### src/rtl/dmem_port_arbiter.sv
// Shares the single-port data memory between the core MEM stage and a debug/loader port.
// Debug access takes 3 cycles when the core is idle (decide, access, ack) and at most STARVE_LIMIT+3 when it is busy.
// The core is stalled for the single DBG_ACC cycle only; debug holds dbg_req until it sees the one-cycle dbg_ack.
// Optional build macro DMEM_ARB_PERF_EN adds a saturating 16-bit stall_cnt output.
module dmem_port_arbiter #(
    parameter int ADDR_WIDTH   = 32,
    parameter int DATA_WIDTH   = 32,
    parameter int STARVE_LIMIT = 8,
    parameter int CNT_WIDTH    = 4
) (
    input  logic                  CLK,
    input  logic                  RST,
    input  logic                  core_req,
    input  logic                  core_we,
    input  logic [ADDR_WIDTH-1:0] core_addr,
    input  logic [DATA_WIDTH-1:0] core_wdata,
    output logic [DATA_WIDTH-1:0] core_rdata,
    output logic                  core_stall,
    input  logic                  dbg_req,
    input  logic                  dbg_we,
    input  logic [ADDR_WIDTH-1:0] dbg_addr,
    input  logic [DATA_WIDTH-1:0] dbg_wdata,
    output logic                  dbg_ack,
    output logic [DATA_WIDTH-1:0] dbg_rdata,
    output logic                  mem_WE,
    output logic [ADDR_WIDTH-1:0] mem_Address,
    output logic [DATA_WIDTH-1:0] mem_WD,
    input  logic [DATA_WIDTH-1:0] mem_RD
`ifdef DMEM_ARB_PERF_EN
    ,
    output logic [15:0]           stall_cnt
`endif
);

    typedef enum logic [1:0] {
        CORE    = 2'd0,
        DBG_ACC = 2'd1,
        DBG_ACK = 2'd2
    } state_t;

    localparam logic [CNT_WIDTH-1:0] LIMIT   = CNT_WIDTH'(STARVE_LIMIT);
    localparam logic [CNT_WIDTH-1:0] CNT_MAX = '1;

    state_t                state_q, state_d;
    logic [CNT_WIDTH-1:0]  starve_cnt_q, starve_cnt_d;
    logic [DATA_WIDTH-1:0] dbg_rdata_q, dbg_rdata_d;
    logic                  dbg_sel;

    // Debug owns the bus only in DBG_ACC and never while reset is asserted,
    // so a reset landing mid-access cannot issue the debug write.
    assign dbg_sel = RST && (state_q == DBG_ACC);

    // Next-state, starvation counter and debug read-data capture.
    always_comb begin
        state_d      = state_q;
        starve_cnt_d = starve_cnt_q;
        dbg_rdata_d  = dbg_rdata_q;
        case (state_q)
            CORE: begin
                if (dbg_req && core_req && (starve_cnt_q != CNT_MAX)) begin
                    starve_cnt_d = starve_cnt_q + CNT_WIDTH'(1);
                end
                if (dbg_req && (!core_req || (starve_cnt_q >= LIMIT))) begin
                    state_d = DBG_ACC;
                end
            end
            DBG_ACC: begin
                // Reads capture memory data; writes leave the last read value in place.
                if (!dbg_we) begin
                    dbg_rdata_d = mem_RD;
                end
                starve_cnt_d = '0;
                state_d      = DBG_ACK;
            end
            // dbg_req is deliberately ignored here; a still-high request is a new one.
            DBG_ACK: state_d = CORE;
            default: state_d = CORE;
        endcase
    end

    // Memory bus mux, core stall and write enable; core is the default owner.
    always_comb begin
        mem_Address = core_addr;
        mem_WD      = core_wdata;
        mem_WE      = 1'b0;
        core_stall  = 1'b0;
        if (dbg_sel) begin
            mem_Address = dbg_addr;
            mem_WD      = dbg_wdata;
            mem_WE      = dbg_we;
            core_stall  = core_req;
        end else if (RST) begin
            mem_WE = core_req & core_we;
        end
    end

    assign core_rdata = mem_RD;
    assign dbg_ack    = RST && (state_q == DBG_ACK);
    assign dbg_rdata  = dbg_rdata_q;

    // State registers with synchronous active-low reset.
    always_ff @(posedge CLK) begin
        if (!RST) begin
            state_q      <= CORE;
            starve_cnt_q <= '0;
            dbg_rdata_q  <= '0;
        end else begin
            state_q      <= state_d;
            starve_cnt_q <= starve_cnt_d;
            dbg_rdata_q  <= dbg_rdata_d;
        end
    end

`ifdef DMEM_ARB_PERF_EN
    logic [15:0] stall_cnt_q, stall_cnt_d;

    // Saturating count of core stall cycles, cleared only by reset.
    always_comb begin
        stall_cnt_d = stall_cnt_q;
        if (core_stall && (stall_cnt_q != 16'hFFFF)) begin
            stall_cnt_d = stall_cnt_q + 16'd1;
        end
    end

    // Stall counter register.
    always_ff @(posedge CLK) begin
        if (!RST) begin
            stall_cnt_q <= '0;
        end else begin
            stall_cnt_q <= stall_cnt_d;
        end
    end

    assign stall_cnt = stall_cnt_q;
`else
    // Performance counter not built; no extra state or ports.
`endif

endmodule

### config.mk
export PLATFORM = sky130hd
export DESIGN_NAME = dmem_port_arbiter
export DESIGN_NICKNAME = d
export VERILOG_FILES = /design/src/rtl/dmem_port_arbiter.sv
export SDC_FILE = /design/constraint.sdc
export NUM_CORES = 1
export LEC_CHECK = 0
export ABC_AREA = 0
export CAP_MARGIN = 20
export CORE_AREA = 2 2 114 116
export DETAILED_ROUTE_END_ITERATION = 8
export DIE_AREA = 0 0 116 118
export GPL_TIMING_DRIVEN = 1
export PLACE_DENSITY = 0.63
export RECOVER_POWER = 100
export SYNTH_ARGS = -nofsm -noshare
export SYNTH_HDL_FRONTEND = slang
export SYNTH_SLANG_ARGS = --single-unit
export TNS_END_PERCENT = 1
### constraint.sdc
create_clock -name CLK -period 3 [get_ports CLK]
set_clock_uncertainty 0.1 [all_clocks]
set_input_delay 0.6 -clock CLK [delete_from_list [all_inputs] [get_ports CLK]]
set_output_delay 0.6 -clock CLK [all_outputs]
set_load 0.005 [all_outputs]
==> results of run 1 <==
==> registers in the layout (all words and copies together), names as in the netlist <==
register	count
state_q	2
starve_cnt_q	4
dbg_rdata	32
==> metal layers <==
metal / GRT usage (%) / share of wire [%]
met5: 0 / 0.17
met3: 6.90 / 10
met1: 17.1 / 38
met2: 28.5 / 51
met4: 2.46 / 0.68
==> stage by stage <==
stage | setup slack (ns) | cells | total power, mW | TNS, ns | utilization, %
6_report | 0.182 | 720 | 1.59 | 0 | 46.9
5_1_grt | 0.0795 | 720 | 1.66 | 0 | 46.9
4_1_cts | -0.0202 | 718 | 1.63 | -0.0338 | 46.7
3_5_place_dp | -0.0139 | 710 | 1.10 | -0.0373 | 45.5
3_3_place_gp | -0.0219 | 710 | 1.10 | -0.0882 | 45.5
2_1_floorplan | 1.01 | 283 | 0.711 | 0 | -
==> critical path, delay by kind of cell, from the launching register on <==
family	cells	cell delay, ns
flip-flops	1	0.50
AND/OR/NAND/NOR	2	0.30
buffers and inverters	2	0.70
multiplexers	1	0.33
==> worst paths after layout <==
path | to | slack, ns | depth (start not counted)
setup reg to reg | dbg_rdata[21] | 0.81 | 4
hold reg to reg | dbg_rdata[26] | 0.35 | 2
setup / recovery | mem_WD[9] | 0.18 | 5
hold / removal | dbg_rdata[26] | 0.35 | 2
==> power by group <==
part / internal [mW] / switching, mW / total [mW]
Combinational: 0.399 / 0.145 / 0.543
Sequential: 0.516 / 0.00702 / 0.523
Clock: 0.329 / 0.191 / 0.521
==> cell families after synthesis <==
| kind of cell | Yosys count | share of synthesized area (%) |
|---|---|---|
| AOI/OAI and AO/OA | 38 | 10.1 |
| muxes | 66 | 33.7 |
| DFF | 38 | 27.7 |
| adders and majority gates | 2 | 0.911 |
| buffers and inverters | 54 | 13.8 |
| and+or+nand+nor | 85 | 13.9 |
==> cells in the mapped netlist, drive strengths merged <==
cell type,number,area [µm²]
nand3,6,30.0
nor2b,1,8.76
inv,4,15.0
and3,2,12.5
buf,46,348
o21ai,1,5.00
nand4bb,1,11.3
and3b,2,17.5
a211oi,1,7.51
clkbuf,4,15.0
mux2,64,905
dfxtp,38,761
mux2i,2,20.0
nand3b,1,7.51
nand2b,1,6.26
a31oi,1,6.26
or3b,1,8.76
nand2,67,251
nor4,1,6.26
a21boi,33,248
nor3b,2,20.0
a21oi,2,10.0
ha,2,25.0
==> area by class of cell <==
type                       count  area, µm²
clock buffer                   7        143
fill                        1183       6600
tap                          172        215
timing repair buffer         307       3080
multi-input combinational    191       1600
clock inverter                 1       5.00
sequential                    38        761
inverter                       4       15.0
==> what timing repair did <==
item | in CTS | in global routing
resized for setup | 6 | 4
setup endpoints to repair | 9 | 18
gates cloned | 0 | 1
setup buffers | 0 | 0
==> impl_metrics.py, run 1 <==
metrics = {
    "run_status": {
        "run_status": "completed",
    },
    "grt": {
        "grt_pass1_wl_mm": 16.6,
        "grt_overflow": 0,
        "antenna_found_initial": 2,
        "track_usage_pct": 15.8,
        "grt_pass1_vias": 3047,
        "grt_max_degree": 42,
    },
    "finish": {
        "area_growth_pct": 112,
        "final_nets": 715,
        "final_cell_mix": "218 x clkdlybuf4s50_1, 69 x dlygate4sd3_1, 66 x nand2_1",
        "layout_commonest_cell": "clkdlybuf4s50_1",
        "n_antenna_cell": 0,
        "drive_gt1_share_pct": 11.7,
        "finalInstanceArea_um2": 5820,
    },
    "placement": {
        "dp_hpwl_mm": 9.64,
        "detailed_place.area_um2": 5650,
        "portBuffers": 296,
        "place_congestion": 0.821,
    },
    "synth": {
        "synth_seq_cells": 38,
        "synth-seq-area-share_pct": 27.7,
        "synth_area_per_cell_um2": 9.70,
        "yosysWarningCount": 0,
        "syn_nets": 451,
        "synthCells": 283,
        "synth_area_um2": 2750,
        "synth_cell_types": 28,
    },
    "sta": {
        "tightest_slew_ns": 1.40,
        "setup_viol": 0,
        "rsz0062_at_grt": "no",
        "max_freq_mhz": 355,
        "hold_viol": 0,
        "hold_ws_ns": 0.353,
        "fin_crit_ns": 2.82,
        "fin_crit_sh_pct": 93.9,
        "slew_headroom_pct": 6.71,
        "drv_slew": 0,
    },
    "setup_path": {
        "path_max_fanout": 10,
        "critPathSlowestCell": "dfxtp_1",
        "critPathKind": "flop to output port",
        "arrival_ns": 2.12,
        "path_cells": "nor2b_2 -> nand2_4 -> buf_4 -> mux2_1 -> clkdlybuf4s50_1",
        "cp-end-kind": "output port",
        "slowest_delay_ns": 0.50,
        "startpoint_type": "flop",
        "reg2reg_from": "state_q[1]",
        "critPathRequiredTime_ns": 2.30,
        "timing.critical_path.from": "state_q[1]",
    },
    "route": {
        "ant_nets": 0,
        "dr.pass1.iters": 4,
        "num_vias": 2939,
        "routed_wl_mm": 11.5,
        "drtIter0Drc": 69,
        "drc": 0,
        "wire_per_inst_um": 16.0,
        "via_per_inst": 4.08,
    },
    "floorplanning": {
        "ioPinCount": 297,
        "core_um2": 12400,
        "rows": 41,
        "die_h_um": 118,
        "die_w_um": 116,
        "start_util_pct": 22.1,
        "die_area_um2": 13700,
    },
    "pwr": {
        "power.density_nw_per_um2": 273,
        "power_leakage_nw": 2.44,
        "vdd_ir_drop_max_uv": 227,
    },
    "clocking": {
        "clock_latency_ns": 0.28,
        "clk_pin_slew_worst_paths_ns": 0.06,
        "htreeDepth": 2,
        "cts_tree": "yes",
        "clk_path_buf_depth": 2,
        "clkSinkCount": 38,
        "ctsHoldBuffers": 0,
        "cts_made_buffers": 5,
        "cts-root-buf": "clkbuf_16",
    },
    "worst_hold_path": {
        "hp-start": "dbg_rdata[26]",
        "worstHoldPathType": "flop to flop",
    },
    "flow_run": {
        "cap_violations": 0,
    },
}
Power figures use the tool's default switching activity.
==> inputs of run 2 (changes only) <==
Settings changed: CORE_AREA 2 2 114 116 to 2 2 116 118, DIE_AREA 0 0 116 118 to 0 0 118 120, PLACE_DENSITY 0.63 to 0.61.
==> run 2 against run 1 <==
Compared with the run above: sequential share of layout area about the same; critical endpoint is now mem_WD[12]; worst hold slack better by 0.00072 ns; design area increased by 0.17%; via count grew 0.75%; count of clock-buffer cells in the layout is 2 lower; worst setup slack lost 0.022 ns; clock power grew 31%; fmax shrank 0.79%.
==> impl_metrics.py, run 2 (synthesis gave the netlist of run 1 again) <==
metrics = {
    "run_status": {
        "run_status": "completed",
    },
    "setup_path": {
        "cp-end-kind": "output port",
        "critPathRequiredTime_ns": 2.30,
        "reg2reg_from": "state_q[1]",
        "worstRegToRegCells": 4,
        "critPathKind": "flop to output port",
        "arrival_ns": 2.14,
        "regToRegSetupSlack_ns": 1.25,
        "path_max_fanout": 31,
        "regToRegEndpoint": "dbg_rdata[21]",
        "startpoint_type": "flop",
    },
    "route": {
        "dr.pass1.iters": 4,
        "drc": 0,
        "drtIter0Drc": 99,
        "ant_nets": 0,
        "routed_wl_mm": 11.0,
        "via_per_inst": 4.11,
        "num_vias": 2961,
        "wire_per_inst_um": 15.3,
    },
    "clocking": {
        "htreeDepth": 2,
        "clk_path_buf_depth": 2,
        "cts_made_buffers": 5,
        "clk_pin_slew_worst_paths_ns": 0.06,
        "cts-root-buf": "clkbuf_16",
        "clock_latency_ns": 0.27,
        "clkSinkCount": 38,
        "cts_tree": "yes",
        "ctsHoldBuffers": 0,
    },
    "sta": {
        "totalNegativeSetupSlack_ns": 0,
        "hold_ws_ns": 0.354,
        "max_freq_mhz": 352,
        "drv_slew": 0,
        "hold_viol": 0,
        "fin_crit_sh_pct": 94.7,
        "rsz0062_at_grt": "no",
        "setup_viol": 0,
        "tightest_slew_ns": 0.724,
        "slew_headroom_pct": 51.7,
        "fin_crit_ns": 2.84,
    },
    "floorplanning": {
        "ioPinCount": 297,
        "die_area_um2": 14200,
        "start_util_pct": 21.1,
        "die_h_um": 120,
        "core_um2": 13000,
        "rows": 42,
        "die_w_um": 118,
    },
    "flow_run": {
        "cap_violations": 0,
    },
    "worst_hold_path": {
        "worstHoldPathType": "flop to flop",
        "hp-start": "dbg_rdata[14]",
        "min_to": "dbg_rdata[14]",
        "hold_depth": 2,
    },
    "finish": {
        "final_core_util_pct": 44.9,
        "multi_input_area_um2": 1600,
        "n_antenna_cell": 0,
        "final_nets": 712,
        "drive_gt1_share_pct": 11.4,
        "nFillCells": 1280,
        "final_cell_mix": "227 x clkdlybuf4s50_1, 68 x dlygate4sd3_1, 66 x nand2_1",
        "largest_reg_flops": 32,
        "register_area_um2": 761,
        "finalInstanceArea_um2": 5830,
        "final_cell_count_no_fill": 721,
        "area_growth_pct": 112,
        "layout_commonest_cell": "clkdlybuf4s50_1",
    },
    "grt": {
        "grt_pass1_wl_mm": 16.6,
        "track_usage_pct": 14.7,
        "grt_pass1_vias": 3137,
        "grt_max_degree": 42,
        "grt_overflow": 0,
        "antenna_found_initial": 0,
    },
    "placement": {
        "place_congestion": 0.815,
        "placed_cells": 713,
        "detailed_place.area_um2": 5660,
        "dp_hpwl_mm": 9.37,
        "portBuffers": 296,
    },
    "pwr": {
        "power.density_nw_per_um2": 301,
        "power_leakage_nw": 2.42,
        "vdd_ir_drop_max_uv": 259,
    },
}
## run 2: cell count changes in the layout (fill, tap and decap cells not counted), moves of 2 or more
cell,delta
dlygate4sd2_1,-5
dlymetal6s2s_1,-3
clkdlybuf4s50_1,+9
clkbuf_2,-2
bufinv_16,+2
## run 2: timing repair
| item | CTS | global route |
|---|---|---|
| buffers inserted | 0 | 0 |
| gates resized for setup | 1 | 0 |
| endpoints found under the setup margin | 5 | 0 |
## run 2: metrics by stage
stage          setup slack, ns  total power, mW
6_report                 0.160             1.76
5_1_grt                 0.0462             1.83
3_3_place_gp          -0.00298             1.10
2_1_floorplan             1.01            0.711
4_1_cts                  0.150             1.80
3_5_place_dp          -0.00471             1.11
## run 2: critical path: stages, from the launching register on
cell             delay, ns
dfxtp_1               0.52
nor2b_2               0.11
nand2_4               0.14
buf_12                0.24
mux2_1                0.35
clkdlybuf4s50_1       0.49
## run 2: routing by layer
layer	vias to the layer above	share of wire [%]	global-route usage [%]	routed length [µm]
met5	-	0	0	0
met4	0	1.3	3.92	138
met3	12	9.4	4.80	1030
met2	147	52	27.0	5700
met1	1352	38	16.2	4130
li1	1450	-	-	-
## run 2: final cells by class
type | count | area share [%]
clock buffers | 5 | 2.15
clock inverters | 3 | 1.18
inverters | 4 | 0.258
multi-input cells | 191 | 27.5
flip-flops and latches | 38 | 13.1
well taps | 176 | 3.78
repair buffers | 304 | 52.1
## run 2: worst max-delay path by stage
stage | end | startpoint | cells past startpoint | slack [ns]
after floorplan | mem_Address[0] | RST | 4 | 1.01
after global routing | mem_Address[1] | state_q[1] | 5 | 0.05
after global placement | mem_Address[27] | RST | 5 | -0.003
after CTS | mem_Address[18] | state_q[1] | 5 | 0.15
final | mem_WD[12] | state_q[1] | 5 | 0.16
after detailed placement | mem_Address[18] | RST | 5 | -0.005
## run 2: power breakdown
| part | internal, mW | leakage (nW) | switching [mW] |
|---|---|---|---|
| combinational | 0.402 | 2.01 | 0.146 |
| clock | 0.478 | 0.0940 | 0.207 |
| sequential | 0.516 | 0.307 | 0.00684 |
| total | 1.40 | 2.42 | 0.360 |
